===== src/rtl/controller_seq_if.sv =====
// Bus-side signal bundle of the BatAmateur microcode sequencer.
// master: the sequencer (consumes IR/flags/ready, drives the strobes).
// slave : the datapath side (PC, MAR, RAM, IR, register file, ALU).
`timescale 1ns/1ps
interface controller_seq_if #(
  parameter int NUM_REGS = 8,
  parameter int ALU_OP_W = 5
);
  logic [15:0]         instr;
  logic                zero_flag;
  logic                cin_flag;
  logic                mem_ready;
  logic                pc_inc, pc_rw, pc_en;
  logic                mar_load, mar_en;
  logic                ram_rw, ram_en;
  logic                ir_load, ir_en;
  logic                alu_en;
  logic [NUM_REGS-1:0] regs_inc, regs_rw, regs_en;
  logic [ALU_OP_W-1:0] alu_op;

  modport master (
    input  instr, zero_flag, cin_flag, mem_ready,
    output pc_inc, pc_rw, pc_en, mar_load, mar_en, ram_rw, ram_en,
           ir_load, ir_en, alu_en, regs_inc, regs_rw, regs_en, alu_op
  );

  modport slave (
    output instr, zero_flag, cin_flag, mem_ready,
    input  pc_inc, pc_rw, pc_en, mar_load, mar_en, ram_rw, ram_en,
           ir_load, ir_en, alu_en, regs_inc, regs_rw, regs_en, alu_op
  );
endinterface


===== src/rtl/controller_seq.sv =====
// Microcode sequencer for the BatAmateur CPU: micro-step counter, flag
// register and RAM wait handshake. Control strobes are decoded
// combinationally from (step, IR, registered Z flag).
// Optional feature macro: CTRL_SINGLE_STEP_EN adds step_req/halted for
// one-instruction-at-a-time execution.
`timescale 1ns/1ps
module controller_seq #(
  parameter int NUM_REGS = 8,
  parameter int ALU_OP_W = 5
) (
  input  logic             clk,
  input  logic             rst_n,
`ifdef CTRL_SINGLE_STEP_EN
  input  logic             step_req,
  output logic             halted,
`endif
  controller_seq_if.master bus,
  output logic [2:0]       uop,
  output logic             flag_z,
  output logic             flag_c,
  output logic             illegal
);

  typedef enum logic [2:0] {
    S_FETCH  = 3'd0,
    S_DECODE = 3'd1,
    S_EX2    = 3'd2,
    S_EX3    = 3'd3,
    S_EX4    = 3'd4,
    S_EX5    = 3'd5,
    S_IDLE   = 3'd7
  } step_e;

  typedef struct packed {
    logic                pc_inc, pc_rw, pc_en;
    logic                mar_load, mar_en;
    logic                ram_rw, ram_en;
    logic                ir_load, ir_en;
    logic                alu_en;
    logic [NUM_REGS-1:0] regs_inc, regs_rw, regs_en;
    logic [ALU_OP_W-1:0] alu_op;
  } ctrl_t;

  // One-hot register select; indices past the file never produce a bit.
  function automatic logic [NUM_REGS-1:0] reg_bit(input logic [2:0] idx);
    logic [NUM_REGS-1:0] r;
    r = '0;
    for (int i = 0; i < NUM_REGS; i++)
      if (int'(idx) == i) r[i] = 1'b1;
    return r;
  endfunction

  // RAM <-> accumulator transfer (final step of every LD/ST form).
  function automatic ctrl_t mem_xfer(input ctrl_t w, input logic st,
                                     input logic [NUM_REGS-1:0] r);
    ctrl_t o;
    o = w;
    o.ram_en  = 1'b1;
    o.regs_en = r;
    if (st) begin
      o.ram_rw  = 1'b0;
      o.regs_rw = r;
    end else begin
      o.regs_rw = '0;
    end
    return o;
  endfunction

  step_e               state;
  ctrl_t               cw;
  logic                last, ill_now, flag_cap, stall, hold0;
  logic [3:0]          opc;
  logic [4:0]          fn;
  logic [2:0]          op1, op2;
  logic                taken, bad;
  logic [NUM_REGS-1:0] acc_bit, dst_bit, op1_bit, op2_bit, a_bit, b_bit;

  assign opc     = bus.instr[15:12];
  assign fn      = bus.instr[11:7];
  assign op1     = bus.instr[5:3];
  assign op2     = bus.instr[2:0];
  assign acc_bit = reg_bit({2'b00, opc[0]});
  assign dst_bit = reg_bit({2'b00, bus.instr[6]});
  assign op1_bit = reg_bit(op1);
  assign op2_bit = reg_bit(op2);
  assign a_bit   = reg_bit(3'd0);
  assign b_bit   = reg_bit(3'd1);
  // Low two opcode bits select JMP/JZ/JNZ for both direct and indirect forms.
  assign taken   = (opc[1:0] == 2'b00) |
                   ((opc[1:0] == 2'b01) &  flag_z) |
                   ((opc[1:0] == 2'b10) & ~flag_z);
  assign bad     = (int'(op1) >= NUM_REGS) || (int'(op2) >= NUM_REGS);

`ifdef CTRL_SINGLE_STEP_EN
  assign hold0 = halted && (state == S_FETCH);
`else
  assign hold0 = 1'b0;
`endif

  // Control word decode; starts from the idle word and adds the step's strobes.
  always_comb begin
    cw          = '0;
    cw.pc_rw    = 1'b1;
    cw.ram_rw   = 1'b1;
    cw.mar_en   = 1'b1;
    cw.regs_rw  = '1;
    last        = 1'b0;
    ill_now     = 1'b0;
    flag_cap    = 1'b0;
    case (state)
      S_FETCH: if (!hold0) begin
        cw.pc_en    = 1'b1;
        cw.mar_load = 1'b1;
      end
      S_DECODE: begin
        cw.ram_en  = 1'b1;
        cw.ir_load = 1'b1;
        cw.pc_inc  = 1'b1;
      end
      S_IDLE: ;
      default: begin
        last = 1'b1;
        casez (opc)
          4'b00??: begin            // LD/ST direct
            if (state == S_EX2) begin
              cw.ir_en = 1'b1; cw.mar_load = 1'b1; last = 1'b0;
            end else if (state == S_EX3) begin
              cw = mem_xfer(cw, opc[1], acc_bit);
            end
          end
          4'b10??: begin            // LD/ST indirect
            if (state == S_EX2) begin
              cw.ir_en = 1'b1; cw.mar_load = 1'b1; last = 1'b0;
            end else if (state == S_EX3) begin
              cw.ram_en = 1'b1; cw.mar_load = 1'b1; last = 1'b0;
            end else if (state == S_EX4) begin
              cw = mem_xfer(cw, opc[1], acc_bit);
            end
          end
          4'b0100, 4'b0101, 4'b0110: begin  // direct jumps
            cw.pc_rw = 1'b0;
            if (taken) begin
              cw.pc_en = 1'b1; cw.ir_en = 1'b1;
            end
          end
          4'b1100, 4'b1101, 4'b1110: begin  // indirect jumps
            if (state == S_EX2) begin
              cw.ir_en = 1'b1; cw.mar_load = 1'b1; last = 1'b0;
            end else if (state == S_EX3 && taken) begin
              cw.ram_en = 1'b1; cw.pc_en = 1'b1; cw.pc_rw = 1'b0;
            end
          end
          4'b0111: begin
            if (bad) begin
              // Out-of-range operand: drop the instruction, write nothing.
              ill_now = (state == S_EX2);
            end else if (fn == 5'h1F) begin
              cw.regs_en = op1_bit | op2_bit;
              cw.regs_rw = op2_bit;
            end else begin
              cw.alu_op = ALU_OP_W'(fn);
              case (state)
                S_EX2: begin
                  cw.regs_en = a_bit | op1_bit; cw.regs_rw = op1_bit; last = 1'b0;
                end
                S_EX3: begin
                  cw.regs_en = b_bit | op2_bit; cw.regs_rw = op2_bit; last = 1'b0;
                end
                S_EX4: begin
                  cw.alu_en = 1'b1; cw.regs_en = dst_bit; cw.regs_rw = '0; last = 1'b0;
                end
                S_EX5: begin
                  cw.alu_en = 1'b1; flag_cap = 1'b1;
                end
                default: ;
              endcase
            end
          end
          default: ;                // NOP
        endcase
      end
    endcase
  end

  // Any RAM access stretches its step until the RAM reports completion.
  assign stall = cw.ram_en & ~bus.mem_ready;

  // Step counter, flags, illegal pulse and single-step halt.
  always_ff @(posedge clk or negedge rst_n) begin
    if (!rst_n) begin
      state   <= S_IDLE;
      flag_z  <= 1'b0;
      flag_c  <= 1'b0;
      illegal <= 1'b0;
`ifdef CTRL_SINGLE_STEP_EN
      halted  <= 1'b1;
`endif
    end else begin
      illegal <= ill_now;
      if (flag_cap) begin
        flag_z <= bus.zero_flag;
        flag_c <= bus.cin_flag;
      end
      if (state == S_IDLE)
        state <= S_FETCH;
      else if (!stall && !hold0)
        state <= last ? S_FETCH : step_e'(state + 3'd1);
`ifdef CTRL_SINGLE_STEP_EN
      if (halted) begin
        if (step_req) halted <= 1'b0;
      end else if (!stall && last) begin
        halted <= 1'b1;
      end
`endif
    end
  end

  assign uop          = state;
  assign bus.pc_inc   = cw.pc_inc;
  assign bus.pc_rw    = cw.pc_rw;
  assign bus.pc_en    = cw.pc_en;
  assign bus.mar_load = cw.mar_load;
  assign bus.mar_en   = cw.mar_en;
  assign bus.ram_rw   = cw.ram_rw;
  assign bus.ram_en   = cw.ram_en;
  assign bus.ir_load  = cw.ir_load;
  assign bus.ir_en    = cw.ir_en;
  assign bus.alu_en   = cw.alu_en;
  assign bus.regs_inc = cw.regs_inc;
  assign bus.regs_rw  = cw.regs_rw;
  assign bus.regs_en  = cw.regs_en;
  assign bus.alu_op   = cw.alu_op;

endmodule


===== src/flat_wrapper.sv =====
// flat-port wrapper written by rule: the top's interface ports become plain ports
module controller_seq_flat 
#(
  parameter int NUM_REGS = 8,
  parameter int ALU_OP_W = 5
)
  (clk, rst_n, uop, flag_z, flag_c, illegal, bus_instr, bus_zero_flag, bus_cin_flag, bus_mem_ready, bus_pc_inc, bus_pc_rw, bus_pc_en, bus_mar_load, bus_mar_en, bus_ram_rw, bus_ram_en, bus_ir_load, bus_ir_en, bus_alu_en, bus_regs_inc, bus_regs_rw, bus_regs_en, bus_alu_op);
  controller_seq_if #(.NUM_REGS(NUM_REGS), .ALU_OP_W(ALU_OP_W)) bus_i ();
  input  logic clk;
  input  logic rst_n;
  output logic [2:0] uop;
  output logic flag_z;
  output logic flag_c;
  output logic illegal;
  input wire logic [$bits(bus_i.instr)-1:0] bus_instr;
  input wire logic [$bits(bus_i.zero_flag)-1:0] bus_zero_flag;
  input wire logic [$bits(bus_i.cin_flag)-1:0] bus_cin_flag;
  input wire logic [$bits(bus_i.mem_ready)-1:0] bus_mem_ready;
  output wire logic [$bits(bus_i.pc_inc)-1:0] bus_pc_inc;
  output wire logic [$bits(bus_i.pc_rw)-1:0] bus_pc_rw;
  output wire logic [$bits(bus_i.pc_en)-1:0] bus_pc_en;
  output wire logic [$bits(bus_i.mar_load)-1:0] bus_mar_load;
  output wire logic [$bits(bus_i.mar_en)-1:0] bus_mar_en;
  output wire logic [$bits(bus_i.ram_rw)-1:0] bus_ram_rw;
  output wire logic [$bits(bus_i.ram_en)-1:0] bus_ram_en;
  output wire logic [$bits(bus_i.ir_load)-1:0] bus_ir_load;
  output wire logic [$bits(bus_i.ir_en)-1:0] bus_ir_en;
  output wire logic [$bits(bus_i.alu_en)-1:0] bus_alu_en;
  output wire logic [$bits(bus_i.regs_inc)-1:0] bus_regs_inc;
  output wire logic [$bits(bus_i.regs_rw)-1:0] bus_regs_rw;
  output wire logic [$bits(bus_i.regs_en)-1:0] bus_regs_en;
  output wire logic [$bits(bus_i.alu_op)-1:0] bus_alu_op;
  assign bus_i.instr = bus_instr;
  assign bus_i.zero_flag = bus_zero_flag;
  assign bus_i.cin_flag = bus_cin_flag;
  assign bus_i.mem_ready = bus_mem_ready;
  assign bus_pc_inc = bus_i.pc_inc;
  assign bus_pc_rw = bus_i.pc_rw;
  assign bus_pc_en = bus_i.pc_en;
  assign bus_mar_load = bus_i.mar_load;
  assign bus_mar_en = bus_i.mar_en;
  assign bus_ram_rw = bus_i.ram_rw;
  assign bus_ram_en = bus_i.ram_en;
  assign bus_ir_load = bus_i.ir_load;
  assign bus_ir_en = bus_i.ir_en;
  assign bus_alu_en = bus_i.alu_en;
  assign bus_regs_inc = bus_i.regs_inc;
  assign bus_regs_rw = bus_i.regs_rw;
  assign bus_regs_en = bus_i.regs_en;
  assign bus_alu_op = bus_i.alu_op;
  controller_seq #(.NUM_REGS(NUM_REGS), .ALU_OP_W(ALU_OP_W)) u_core (.clk(clk), .rst_n(rst_n), .bus(bus_i), .uop(uop), .flag_z(flag_z), .flag_c(flag_c), .illegal(illegal));
endmodule

===== config.mk =====
export PLATFORM = sky130hd
export DESIGN_NAME = controller_seq_flat
export DESIGN_NICKNAME = d
export VERILOG_FILES = /design/src/rtl/controller_seq_if.sv /design/src/rtl/controller_seq.sv /design/src/flat_wrapper.sv
export SDC_FILE = /design/constraint.sdc
export NUM_CORES = 1
export LEC_CHECK = 0
export BUFFER_PORTS_ARGS = -buffer_cell sky130_fd_sc_hd__clkbuf_2
export CORE_UTILIZATION = 43
export DETAILED_ROUTE_END_ITERATION = 6
export GPL_TIMING_DRIVEN = 0
export PLACE_DENSITY_LB_ADDON = 0.1
export REMOVE_ABC_BUFFERS = 1
export SLEW_MARGIN = 20
export SYNTH_ARGS = -nofsm -noshare
export SYNTH_HDL_FRONTEND = slang
export SYNTH_SLANG_ARGS = --single-unit

===== constraint.sdc =====
create_clock -name clk -period 2.2 [get_ports clk]
set_input_delay 0.22 -clock clk [delete_from_list [all_inputs] [get_ports clk]]
set_output_delay 0.22 -clock clk [all_outputs]
set_load 0.01 [all_outputs]

After elaboration in Yosys (flattened, before gate mapping)
Index checks and enable logic that the tools add are counted.
{ "word_totals": {"inputBits": 21, "elab_cells": 137, "reg_bits": 5, "out_inout_bits": 45} }
{ "classes": {"eq_ne": 32, "n_reduce_logical": 14, "addsub": 1, "n_bitwise": 8, "mux": 79} }
{ "op_table": {"columns": ["op", "n"], "rows": [
  ["34-bit 2-to-1 mux", 2],
  ["21-bit case mux with 3 select lines", 1],
  ["30-bit 2-to-1 mux", 2],
  ["16-bit case mux with 3 select lines", 1],
  ["1-bit 2-to-1 mux", 45],
  ["3-bit equality test, second input constant", 11],
  ["32-bit 2-to-1 mux", 1],
  ["31-bit 2-to-1 mux", 1],
  ["3-bit 2-to-1 mux", 7],
  ["3-bit by 2-bit equality test with 1-bit output, second input constant", 6],
  ["4-bit by 3-bit equality test with 1-bit output, second input constant", 4],
  ["16-bit 2-to-1 mux", 1],
  ["8-bit case mux with 2 select lines", 1],
  ["4-bit equality test, second input constant", 3],
  ["1-bit case mux with 3 select lines", 4],
  ["3-bit OR reduction", 4],
  ["3-bit by 1-bit equality test with 1-bit output, second input constant", 3],
  ["3-bit zero test", 3],
  ["2-bit 2-to-1 mux", 4],
  ["8-bit OR", 1],
  ["1-bit case mux with 2 select lines", 4],
  ["2-bit case mux with 2 select lines", 2],
  ["2-bit case mux with 4 select lines", 1],
  ["2-bit OR reduction", 3],
  ["other kinds (13)", 19]
]} }

Depth between registers and ports, before layout
{ "logic_depth": {"depth_word": 12, "mapped_depth": 11, "mapped_depth_nobuf": 7} }

Worst setup path after synthesis
No wires, ideal clock.
{ "synth_path": {"kind": "reg-to-output", "from": "register u_core.state[2] (netlist: u_core.uop[2])", "to": "output port bus_regs_rw[4]", "arrival_time_ns": 2.238, "required_ns": 1.980, "slack_ns": -0.258, "path_buffers": 4, "path_stages_with_launch": 12, "cell_sequence": "dfstp_2 buf_2 buf_2 inv_1 ha_1 buf_6 clkbuf_1 nand2_1 nor3_1 a311oi_1 nand2_1 a31o_2"} }
{ "synth_via": {"elab_chain_cells": 6, "elab_cells_between_ends": 16, "cone_classes": "eq/ne: 5; mux: 9; reduce/logical: 2"} }
{ "synth_rtl": {"columns": ["element", "line_no", "source"], "rows": [
  ["start, declared", "controller_seq.sv:69", "step_e state;"],
  ["start signal, assigned", "controller_seq.sv:207", "state <= last ? S_FETCH : step_e'(state + 3'd1);"],
  ["3-bit equality test", "controller_seq.sv:136, controller_seq.sv:162", null],
  ["34-bit 2-to-1 mux", "controller_seq.sv:136", "end else if (state == S_EX4) begin"],
  ["32-bit 2-to-1 mux", "controller_seq.sv:134", "end else if (state == S_EX3) begin"],
  ["30-bit 2-to-1 mux", "controller_seq.sv:132", "if (state == S_EX2) begin"],
  ["21-bit case mux with 3 select lines", "controller_seq.sv:123", "casez (opc)"],
  ["31-bit 2-to-1 mux *", "controller_seq.sv:110", "case (state)"],
  ["end, declared", "flat_wrapper.sv:30", "output wire logic [$bits(bus_i.regs_rw)-1:0] bus_regs_rw;"]
]} }
Every way passes the cells marked *; elsewhere a longest branch is shown, timed or not.

Final worst setup path
{ "layout_path": {"from": "register u_core.state[2] (netlist: u_core.uop[2])", "to": "output port bus_regs_rw[3]"} }
Same word-level chain as after synthesis.

==> results.sh <==
export IMPL_status="finished with violations"
export IMPL_violations="setup timing"
export IMPL_seq_area_frac_synth=0.09027
export IMPL_synth_flop_cell="dfstp_2"
export IMPL_startpoint_type="register"
export IMPL_synth_area_um2=1428
export IMPL_highest_layer="met4"
export IMPL_synth_cell_types=54
export IMPL_portBuffers=55
export IMPL_grt_max_degree=26
export IMPL_fmax_mhz=425.7
export IMPL_yosys_top_cells_area="buf_4, ha_1, o21ai_0"
export IMPL_synth_edff_count=0
export IMPL_endpoint_kind="output pin"
export IMPL_wl_met3_um=484
export IMPL_regArea_um2=132.6
export IMPL_htreeDepth=1
export IMPL_dr_wl_met2_mm=2.317
export IMPL_max_clock_path_buffers=2
export IMPL_grt_usage=0.2672
export IMPL_antenna_cells=0
export IMPL_grt_pass1_wl_mm=7.424
export IMPL_synthCells=213
export IMPL_cts_tree="yes"
export IMPL_hold_violations=0
export IMPL_drt_pass1_iter_count=6
export IMPL_root_buffer="clkbuf_4"
export IMPL_m1WireLength_mm=2.128
export IMPL_num_vias=1924
export IMPL_cp_required_ps=1980
export IMPL_utilization=0.6883
export IMPL_worst_slew_pin_slew_ps=734.9
export IMPL_die_h_um=59.62
export IMPL_coreArea_um2=3103
export IMPL_gp_congestion=0.9577
export IMPL_die_area_um2=3555
export IMPL_cts_made_buffers=3
export IMPL_arrival_ps=2130
export IMPL_final_cell_area_um2=2136
export IMPL_overflow=0
export IMPL_antenna_found_initial=0
export IMPL_ys_top_cells_by_count="nand2_1, nor2_1, o21ai_0"
export IMPL_critPathKind="register to output pin"
export IMPL_drv_cap=0
export IMPL_die_width_um=59.62
export IMPL_nNetsFinal=313
export IMPL_worst_slack_ps=-149.3
export IMPL_synthArstFlopShare=1.000
export IMPL_p_leak_nw=0.9651
export IMPL_finalSetupViolCount=25
export IMPL_max_slew_margin=0.5089
export IMPL_clkTransAtPathRegs_ps=40
export IMPL_rows=20
export IMPL_avgViaCountPerCell=5.866
export IMPL_syn_avg_cell_area_um2=6.702
export IMPL_ant_nets=0
export IMPL_ir_drop_uv=682.0
export IMPL_multi_input_area_um2=1378
export IMPL_timing_final_crit_period_ps=2349
export IMPL_drive_above_1_share=0.4683
export IMPL_clock_sinks=5
export IMPL_synth_warnings=0
export IMPL_p_total_mw=2.206
export IMPL_synth_seq_cells=5
export IMPL_finalSetupTns_ps=-2847
export IMPL_io_pins=66
export IMPL_hold_class="input port to register"
export IMPL_routed_wl_mm=5.005
export IMPL_min_period_over_period=1.068
export IMPL_report_final_slew_viol_count=0
export IMPL_power_density_nw_per_um2=1033
export IMPL_post_drt_wl_per_cell_um=15.26
export IMPL_grt_pass1_vias=1621
export IMPL_syn_to_final_growth_pct=49.61
export IMPL_clk_latency_ps=240
export IMPL_place_area_um2=1632
export IMPL_yosysMostFrequentCell="nand2_1"
export IMPL_path_max_fanout=11
export IMPL_skew_ps=1.583
export IMPL_dp_hpwl_mm=3.043
export IMPL_rsz0062_at_grt="true"
export IMPL_drt_iter0_markers=151
export IMPL_yosysTopAreaCell="buf_4"
export IMPL_n_fill_cell=284
export IMPL_drc_errors=0
export IMPL_initial_core_util=0.4601
export IMPL_yosysTopAreaCellShare=0.06310
export IMPL_hold_worst_slack_ps=201.1
==> timing repair <==
item / 4_1_cts / 5_1_grt
endpoints found under the hold margin: 5 / 0
pin swaps: 11 / 19
hold buffers: 1 / 0
gates resized for setup: 35 / 50
endpoints found under the setup margin: 33 / 30
buffers inserted: 17 / 10
==> cell type report <==
class,instances,area share
Clock buffer,4,0.01230
Inverter,8,0.01523
Timing Repair Buffer,83,0.2396
Tap cell,44,0.02578
Multi-Input combinational cell,184,0.6450
Sequential cell,5,0.06210
==> through the flow <==
step,instances,setup WS (ps)
6_report,328,-149.3
5_1_grt,328,-271.3
4_1_cts,318,-173.1
3_5_place_dp,296,-584.6
3_3_place_gp,296,-585.1
2_1_floorplan,197,-150.8
==> critical path: stages, from the launching register on <==
cell,delay [ps]
dfstp_4,630
buf_4,200
nand2b_2,220
nor2_1,110
a32oi_2,260
a31oi_1,100
or2_1,230
buf_2,130
==> logic make-up (layout without fill, tap and decap cells) <==
kind of cell | count (synthesis) | count (layout) | synth area share
compound gates | 71 | 71 | 0.3418
simple gates | 92 | 92 | 0.3401
buf+inv | 32 | 95 | 0.1306
other cells | 2 | 10 | 0.005261
fa+ha+maj | 7 | 7 | 0.06135
mux | 4 | 4 | 0.03067
flops | 5 | 5 | 0.09028
==> worst paths after layout <==
path | start | endpoint | slack (ps) | cells after the start
max in group asynchronous | rst_n | u_core.uop[1] | 1660 | 2
min in group asynchronous | rst_n | u_core.flag_z | 320 | 2
worst min-delay path | bus_zero_flag | u_core.flag_z | 200 | 2
worst min register to register | u_core.flag_c | u_core.flag_c | 500 | 1
worst max-delay path | u_core.uop[2] | bus_regs_rw[3] | -150 | 7
worst max register to register | u_core.uop[2] | u_core.uop[0] | -120 | 9
==> routing by layer <==
layer  vias up  GRT usage
met2       126     0.4173
met4         0    0.06312
met3         8    0.02402
met5         -          0
met1       879     0.3939
li1        911          -
==> cell usage in the layout (no fill, tap or decap), drive strengths merged, types with 2 or more instances in the layout <==
cell and count:
and2 3, a311oi 2, a211o 2, clkbuf 44, and3 8, ha 7, conb 10, dfstp 3
a21oi 15, o31ai 3, inv 8, nand4 5, nor2 17, nand2 20, a32o 2, a211oi 2
a31o 2, o21ai 20, nand3 5, dfrtp 2, nor2b 11, or2 4, nor3 8, nand2b 6
o211ai 2, a21o 3, mux2 3, a31oi 5, buf 42, o32ai 2
==> power breakdown <==
group,switching (mW),leakage [nW],internal [mW]
sequential,0.0512,0.0599,0.154
combinational,1.02,0.890,0.871
clock,0.0383,0.0150,0.0686
==> registers in the layout (all words and copies together) (netlist names) <==
register,flops
u_core.flag_c,1
u_core.flag_z,1
u_core.uop,3
Power figures use the tool's default switching activity.
